[src/rtl/ws2812b_bit_encoder_if.sv]
// Pixel stream handshake between the ledstrip peripheral (master) and the
// WS2812B bit encoder (slave).
interface ws2812b_bit_encoder_if;
  logic [23:0] data_in;
  logic        valid;
  logic        latch;
  logic        ready;

  modport master (output data_in, output valid, output latch, input ready);
  modport slave  (input data_in, input valid, input latch, output ready);
endinterface

[src/rtl/ws2812b_bit_encoder.sv]
// Serialises one 24-bit GRB pixel per handshake into the WS2812B NRZ waveform,
// optionally followed by the strip reset (latch) low period.
//
// state | meaning
// IDLE  | waiting for a pixel, led low, ready high
// HIGH  | high part of the current bit (T0H or T1H cycles)
// LOW   | low remainder of the current bit period
// LATCH | strip reset low period after the last bit of a latched pixel
module ws2812b_bit_encoder #(
  parameter int CLOCK_MHZ = 64,
  parameter int T0H_NS    = 400,
  parameter int T1H_NS    = 800,
  parameter int BIT_NS    = 1250,
  parameter int RESET_US  = 300
) (
  input  logic                   clk,
  input  logic                   rst_n,
  ws2812b_bit_encoder_if.slave   bus,
  output logic                   led
);

  localparam int T0H_CYC   = CLOCK_MHZ * T0H_NS / 1000;
  localparam int T1H_CYC   = CLOCK_MHZ * T1H_NS / 1000;
  localparam int BIT_CYC   = CLOCK_MHZ * BIT_NS / 1000;
  localparam int RESET_CYC = CLOCK_MHZ * RESET_US;
  localparam int MAX_CYC   = (BIT_CYC > RESET_CYC) ? BIT_CYC : RESET_CYC;
  localparam int TICK_W    = $clog2(MAX_CYC + 1);

  localparam logic [TICK_W-1:0] T0H_T   = TICK_W'(T0H_CYC);
  localparam logic [TICK_W-1:0] T1H_T   = TICK_W'(T1H_CYC);
  localparam logic [TICK_W-1:0] BIT_T   = TICK_W'(BIT_CYC);
  localparam logic [TICK_W-1:0] RESET_T = TICK_W'(RESET_CYC);
  localparam logic [TICK_W-1:0] ONE_T   = TICK_W'(1);

  typedef enum logic [1:0] {
    IDLE  = 2'd0,
    HIGH  = 2'd1,
    LOW   = 2'd2,
    LATCH = 2'd3
  } state_t;

  state_t            state, state_d;
  logic [TICK_W-1:0] tick;
  logic [TICK_W-1:0] th;
  logic [4:0]        bit_cnt;
  logic [23:0]       shreg;
  logic              latch_q;
  logic              accept;
  logic              next_bit;

  assign bus.ready = (state == IDLE);
  assign accept    = bus.valid & (state == IDLE);
  assign th        = shreg[23] ? T1H_T : T0H_T;

  always_comb begin
    state_d  = state;
    next_bit = 1'b0;
    case (state)
      IDLE: begin
        if (accept) state_d = HIGH;
      end
      HIGH: begin
        if (tick == th - ONE_T) state_d = LOW;
      end
      LOW: begin
        if (tick == BIT_T - th - ONE_T) begin
          if (bit_cnt != 5'd0) begin
            next_bit = 1'b1;
            state_d  = HIGH;
          end else if (latch_q) begin
            state_d = LATCH;
          end else begin
            state_d = IDLE;
          end
        end
      end
      LATCH: begin
        if (tick == RESET_T - ONE_T) state_d = IDLE;
      end
      default: state_d = IDLE;
    endcase
  end

  // led follows the next state so the pin is a clean flop output aligned with the phase
  always_ff @(posedge clk or negedge rst_n) begin
    if (!rst_n) begin
      state   <= IDLE;
      led     <= 1'b0;
      tick    <= '0;
      bit_cnt <= 5'd0;
      shreg   <= 24'd0;
      latch_q <= 1'b0;
    end else begin
      state <= state_d;
      led   <= (state_d == HIGH);
      if ((state_d != state) || (state == IDLE)) tick <= '0;
      else                                       tick <= tick + ONE_T;
      if (accept) begin
        shreg   <= bus.data_in;
        latch_q <= bus.latch;
        bit_cnt <= 5'd23;
      end else if (next_bit) begin
        shreg   <= {shreg[22:0], 1'b0};
        bit_cnt <= bit_cnt - 5'd1;
      end
    end
  end

endmodule

[src/flat_wrapper.sv]
// flat-port wrapper written by rule: the top's interface ports become plain ports
module ws2812b_bit_encoder_flat 
#(
  parameter int CLOCK_MHZ = 64,
  parameter int T0H_NS    = 400,
  parameter int T1H_NS    = 800,
  parameter int BIT_NS    = 1250,
  parameter int RESET_US  = 300
)
  (clk, rst_n, led, bus_data_in, bus_valid, bus_latch, bus_ready);
  ws2812b_bit_encoder_if bus_i ();
  input  logic clk;
  input  logic rst_n;
  output logic led;
  input wire logic [$bits(bus_i.data_in)-1:0] bus_data_in;
  input wire logic [$bits(bus_i.valid)-1:0] bus_valid;
  input wire logic [$bits(bus_i.latch)-1:0] bus_latch;
  output wire logic [$bits(bus_i.ready)-1:0] bus_ready;
  assign bus_i.data_in = bus_data_in;
  assign bus_i.valid = bus_valid;
  assign bus_i.latch = bus_latch;
  assign bus_ready = bus_i.ready;
  ws2812b_bit_encoder #(.CLOCK_MHZ(CLOCK_MHZ), .T0H_NS(T0H_NS), .T1H_NS(T1H_NS), .BIT_NS(BIT_NS), .RESET_US(RESET_US)) u_core (.clk(clk), .rst_n(rst_n), .bus(bus_i), .led(led));
endmodule
[config.mk]
export PLATFORM = sky130hd
export DESIGN_NAME = ws2812b_bit_encoder_flat
export DESIGN_NICKNAME = d
export VERILOG_FILES = /design/src/rtl/ws2812b_bit_encoder_if.sv /design/src/rtl/ws2812b_bit_encoder.sv /design/src/flat_wrapper.sv
export SDC_FILE = /design/constraint.sdc
export NUM_CORES = 1
export LEC_CHECK = 0
export ABC_CLOCK_PERIOD_IN_PS = 3060
export CAP_MARGIN = 40
export CORE_ASPECT_RATIO = 1.4
export CORE_MARGIN = 2
export CORE_UTILIZATION = 55
export CTS_CLUSTER_SIZE = 10
export DETAILED_ROUTE_END_ITERATION = 16
export PLACE_DENSITY = 0.79
export SYNTH_ARGS = -nofsm -noshare
export SYNTH_HDL_FRONTEND = slang
export SYNTH_SLANG_ARGS = --single-unit
[constraint.sdc]
create_clock -name clk -period 3.06 [get_ports clk]
set_clock_uncertainty 0.1 [all_clocks]
set_input_delay 0.306 -clock clk [delete_from_list [all_inputs] [get_ports clk]]
set_output_delay 0.306 -clock clk [all_outputs]
set_load 0.05 [all_outputs]
# Yosys cells after proc, flatten, opt, wreduce, memory -nomap -nowiden
# Cells that the tools add are included.
[totals] reg_bits=48 latchBits=0 mem_bits_rw=0 rom_bits=0 in_bits=28 out_inout_bits=2 wordCells=40 mem_count=0
[classes] add_sub_neg=5 mul=0 n_div=0 order_cmp=0 eq_ne=8 n_shift=0 n_mux=16 bitwise_logic=1 n_reduce_logical=4
[ops] cell="two-way mux 24 bit" count=2
[ops] cell="== test 15 bit" count=2
[ops] cell="subtractor 15 x 1 -> 15 bit (second input constant)" count=2
[ops] cell="adder 15 x 1 -> 15 bit (second input constant)" count=1
[ops] cell="== test 15 bit (second input constant)" count=1
[ops] cell="two-way mux 15 bit" count=1
[ops] cell="subtractor 7 x 15 -> 15 bit (first input constant)" count=1
[ops] cell="two-way mux 2 bit" count=6
[ops] cell="two-way mux 5 bit" count=2
[ops] cell="case mux 2 bit (4 select lines)" count=1
[ops] cell="two-way mux 6 bit" count=1
[ops] cell="nonzero test 5 bit" count=1
[ops] cell="subtractor 5 x 1 -> 5 bit (second input constant)" count=1
[ops] cell="== test 2 x 1 -> 1 bit (second input constant)" count=2
[ops] cell="== test 2 bit (second input constant)" count=2
[ops] cell="two-way mux 1 bit" count=3
[ops] cell="logical NOT 2 bit" count=1
[ops] cell="inequality test 2 bit" count=1
[ops] cell="nonzero test 2 bit" count=1
[ops] cell="bitwise AND 1 bit" count=1
[ops] cell="logical OR 1 bit" count=1

# Logic depth before layout (Yosys ltp)
[depth] depth_word=9 depth_mapped=8 mapped_depth_nobuf=7

# Least setup slack after synthesis
# No wires, ideal clock.
[synth_timing] path_type="register to register" startpoint="reg u_core.state[1]" endpoint="reg u_core.shreg[21]" setup_ps=142 arrival_time_ps=2026 required_ps=2818 slack_ps=792 stages_incl_launch_ff=7 path_buffers=2 synth_period_minus_slack_ps=2268 cell_sequence="dfrtp_1 -> clkbuf_1 -> nor2_1 -> nand2_1 -> clkbuf_1 -> nor2_1 -> a31oi_1"
[synth_via] elab_chain_cells=3 word_cells_on_any_way=6 cone_classes="1 x eq/ne; 2 x mux; 1 x bitwise; 2 x reduce/logical"
[synth_rtl] item="from (decl)" line_no="ws2812b_bit_encoder.sv:42" text="state_t state, state_d;"
[synth_rtl] item="from (signal assigned)" line_no="ws2812b_bit_encoder.sv:94" text="state <= state_d;"
[synth_rtl] item="logical NOT 2 bit (*)"
[synth_rtl] item="via bus_ready" line_no="flat_wrapper.sv:18" text="output wire logic [$bits(bus_i.ready)-1:0] bus_ready;"
[synth_rtl] item="bitwise AND 1 bit (*)" line_no="ws2812b_bit_encoder.sv:52" text="assign accept = bus.valid & (state == IDLE);"
[synth_rtl] item="two-way mux 24 bit / nonzero test 2 bit (equally long branches)"
[synth_rtl] item="to (signal assigned)" line_no="ws2812b_bit_encoder.sv:99" text="shreg <= bus.data_in;"
[synth_rtl] item="to (signal assigned)" line_no="ws2812b_bit_encoder.sv:103" text="shreg <= {shreg[22:0], 1'b0};"
[synth_rtl] item="to (decl)" line_no="ws2812b_bit_encoder.sv:46" text="logic [23:0] shreg;"
# The timed path passes the listed nets; every way through them passes the cells marked *.
# A chain may end at the register's enable or synchronous reset.

# Worst setup path after layout
[layout_timing] startpoint="reg u_core.tick[6]" endpoint="reg u_core.shreg[6]"
[layout_via] elab_chain_cells=4
[layout_rtl] item="from (decl)" line_no="ws2812b_bit_encoder.sv:43" text="logic [TICK_W-1:0] tick;"
[layout_rtl] item="from (signal assigned)" line_no="ws2812b_bit_encoder.sv:97" text="else tick <= tick + ONE_T;"
[layout_rtl] item="== test 15 bit" line_no="ws2812b_bit_encoder.sv:66" text="if (tick == BIT_T - th - ONE_T) begin"
[layout_rtl] item="two-way mux 1 bit" line_no="ws2812b_bit_encoder.sv:66"
[layout_rtl] item="two-way mux 1 bit" line_no="ws2812b_bit_encoder.sv:58" text="case (state)"
[layout_rtl] item="nonzero test 2 bit (no source line)"
# No other way between the ends.

==> results.yml <==
timing:
  slew_viol_final: 0
  max_slew_margin_pct: 64.5
  fmax_mhz: 412
  finalCriticalPeriod_ns: 2.43
  final.period_utilization_pct: 79.3
  finalSetupViolations: 0
  worst-slew-pin-transition_ns: 0.530
  rsz0062_at_grt: "false"
  final_hold_viol_count: 0
  fin_tns_setup_ns: 0
logic_synthesis:
  top_cells_by_area_in_the_synthesized_netlist: "sky130_fd_sc_hd__dfrtp_1 (50%), sky130_fd_sc_hd__nand2_1 (9.0%), sky130_fd_sc_hd__nor2_1 (7.1%)"
  synth.most_common_cell: "sky130_fd_sc_hd__nand2_1"
  seq_area_frac_synth_pct: 49.6
  asyncSetResetFlopFracSynth_pct: 100
  synth_commonest_cells: "sky130_fd_sc_hd__nand2_1 (58), sky130_fd_sc_hd__dfrtp_1 (48), sky130_fd_sc_hd__nor2_1 (46), sky130_fd_sc_hd__a31oi_1 (23), sky130_fd_sc_hd__xor2_1 (11)"
  synthesis.instances: 266
  yosys_register_bits: 48
  syn-num-nets: 297
  yosys_warnings: 0
  netlist_area_mm2: 0.00242
  synth-edff-count: 0
  syn-mean-instance-area_um2: 9.11
  synth_cell_type_count: 46
  post-synth-top-area-fraction_pct: 49.6
  synth_largest_area_cell: "sky130_fd_sc_hd__dfrtp_1"
  postSynth.topFlopCell: "sky130_fd_sc_hd__dfrtp_1"
route:
  detail_route.wl_per_cell_um: 13.6
  route.final.wire_length_um: 4800
  drt_iter0_markers: 71
  detail_route.vias_per_cell: 5.57
  ant_nets: 0
  via_count: 1972
  drt-pass1-iter-count: 4
  drc: 0
global_route:
  largest_net_degree_at_the_start_of_global_routing: 51
  grt_antenna_before_repair: 0
  grt_first_pass_wirelength_um: 8230
  first_global_vias: 1911
  grt_usage_pct: 22.2
  grt_remaining_overflow: 0
pwr:
  irDropWorstVdd_mv: 0.469
  intPower_mw: 1.31
  pwr_density_cell_mw_per_mm2: 672
  share_seq_of_total_power_pct: 50.8
  switchingPower_mw: 0.620
  power_switching_share_pct: 32.1
  share_of_power_burned_in_combinational_logic_pct: 23.9
  clockPowerShare_pct: 25.2
  power.static_leakage_nw: 1.29
cts:
  max-clock-path-buffers: 2
  tritoncts: "yes"
  cts.htree.levels: 2
  cts.root.buffer_cell: "sky130_fd_sc_hd__clkbuf_8"
  tritoncts_num_sinks: 48
  cts.repair.resized: 0
  tritoncts.num_buffers: 5
  insertion_delay_ns: 0.31
  clkSlewWorstSetupHoldPaths_ns: 0.09
worst_setup_path:
  reg2reg_depth: 6
  critPathArrivalTime_ns: 2.55
  r2r-start: "u_core.tick[6]"
  crit_type: "reg -> reg"
  critPathMaxFanout: 23
  cp-end-kind: "flip-flop"
  timing.critical_path.required_ns: 3.18
  startpoint_type: "flip-flop"
  critical_register_to_register_path_endpoint: "u_core.shreg[6]"
  worst-r2r-setup-slack_ns: 0.63
die:
  io-pin-count: 30
  die_height_um: 82.5
  starting_density_of_the_core_pct: 57.2
  die-area_mm2: 0.00496
  coreArea_mm2: 0.00424
  placementRows: 28
  chipWidth_um: 60.1
finish:
  layout.nets: 324
  layout.cell_area.non_filler_mm2: 0.00288
  diodes: 0
  fillerInstances: 336
  syn_to_final_growth_pct: 18.8
  drive_gt1_share_pct: 9.18
  instances_no_fill: 354
status:
  status: "finished, final reports clean"
placement:
  place_area_mm2: 0.00275
  finalWeightedCongestion: 0.773
  hpwlAfterDp_um: 3420
  port_bufs: 29
  placed_instance_count: 345
flow_run:
  max_cap_violations: 0
min_path:
  worstHoldPathType: "in -> async"
power groups by stage:
stage | clock, mW | combinational [mW] | sequential, mW
floorplan | 0 | 0.340 | 0.957
global placement | 0 | 0.441 | 0.990
detailed placement | 0 | 0.469 | 0.991
CTS | 0.495 | 0.471 | 0.983
global route | 0.515 | 0.541 | 1.01
finish | 0.488 | 0.463 | 0.984
area by class of cell:
cell class,count,area [um2],share of cell area [%]
Multi-Input combinational cell,199,1120,39.1
Tap cell,60,75.1,2.61
Clock buffer,6,82.6,2.87
Sequential cell,48,1200,41.7
Clock inverter,2,38.8,1.35
Inverter,5,18.8,0.652
Timing Repair Buffer,34,338,11.7
layout by cell type, fill, tap and decap left out, types with 2 or more instances in the layout:
cell	n
sky130_fd_sc_hd__mux2_2	2
sky130_fd_sc_hd__clkbuf_8	6
sky130_fd_sc_hd__a31oi_1	23
sky130_fd_sc_hd__and4_1	3
sky130_fd_sc_hd__nor3_1	3
sky130_fd_sc_hd__nand2_1	58
sky130_fd_sc_hd__clkdlybuf4s50_1	28
sky130_fd_sc_hd__xnor2_1	3
sky130_fd_sc_hd__dfrtp_1	48
sky130_fd_sc_hd__and2_1	2
sky130_fd_sc_hd__inv_1	5
sky130_fd_sc_hd__ha_1	3
sky130_fd_sc_hd__nand3_1	4
sky130_fd_sc_hd__o211ai_2	2
sky130_fd_sc_hd__nor2_1	46
sky130_fd_sc_hd__nand4_1	5
sky130_fd_sc_hd__xor2_1	11
sky130_fd_sc_hd__a21oi_1	4
sky130_fd_sc_hd__or4_4	2
sky130_fd_sc_hd__nor4b_1	2
sky130_fd_sc_hd__nor4bb_1	2
sky130_fd_sc_hd__and3_1	2
sky130_fd_sc_hd__nor4_1	2
sky130_fd_sc_hd__buf_4	3
critical path, cell delays in order, from the launching register on:
cell and delay, ns:
sky130_fd_sc_hd__dfrtp_1 0.43, sky130_fd_sc_hd__nor4b_1 0.38, sky130_fd_sc_hd__o211ai_1 0.31, sky130_fd_sc_hd__nor4_4 0.49
sky130_fd_sc_hd__buf_4 0.33, sky130_fd_sc_hd__nand2_1 0.10, sky130_fd_sc_hd__a31oi_1 0.19
layer usage:
metal	GRT usage (%)	vias up	routed length, um
li1	-	970	-
met1	26.3	958	2050
met2	37.8	33	2480
met3	4.83	11	134
met4	10.0	0	131
met5	0	-	0
state kept, by name, summed over array words and instances (netlist names):
name / cells
u_core.latch_q: 1
u_core.bit_cnt: 5
u_core.led: 1
u_core.tick: 15
u_core.shreg: 24
u_core.state: 2
worst max-delay path by stage:
stage	startpoint	end	cells past startpoint
finish	u_core.tick[6]	u_core.shreg[6]	6
global route	u_core.tick[6]	u_core.shreg[6]	6
CTS	u_core.tick[6]	u_core.shreg[6]	6
detailed placement	u_core.tick[6]	u_core.shreg[14]	6
global placement	u_core.tick[8]	u_core.shreg[8]	6
floorplan	u_core.state[1]	u_core.shreg[21]	6
cells by family (layout without fill, tap and decap cells):
logic type                 count (synthesis)  in the layout  share of synthesized area (%)
and+or+nand+nor                          145            145                           28.8
DFF                                       48             48                           49.6
AOI/OAI and AO/OA                         35             35                           9.76
buffers and inverters                     19             47                           4.39
xor gates and xnor gates                  14             14                           5.06
adders and majority gates                  3              3                           1.55
muxes                                      2              2                          0.929
stage by stage:
stage | worst slack (ns) | hold WS [ns] | utilization, % | power (mW)
5_1_grt | 0.396 | 0.347 | 67.9 | 2.07
3_5_place_dp | 0.643 | 0.122 | 64.8 | 1.46
6_report | 0.633 | 0.313 | 67.9 | 1.94
4_1_cts | 0.613 | 0.318 | 67.9 | 1.95
3_3_place_gp | 0.707 | 0.396 | 64.3 | 1.43
2_1_floorplan | 0.792 | -0.0896 | - | 1.30
what timing repair did:
action,CTS,global route
hold endpoints to repair,12,0
hold buffers,1,0
buffers inserted,0,0
(Power assumes the default switching activity.)
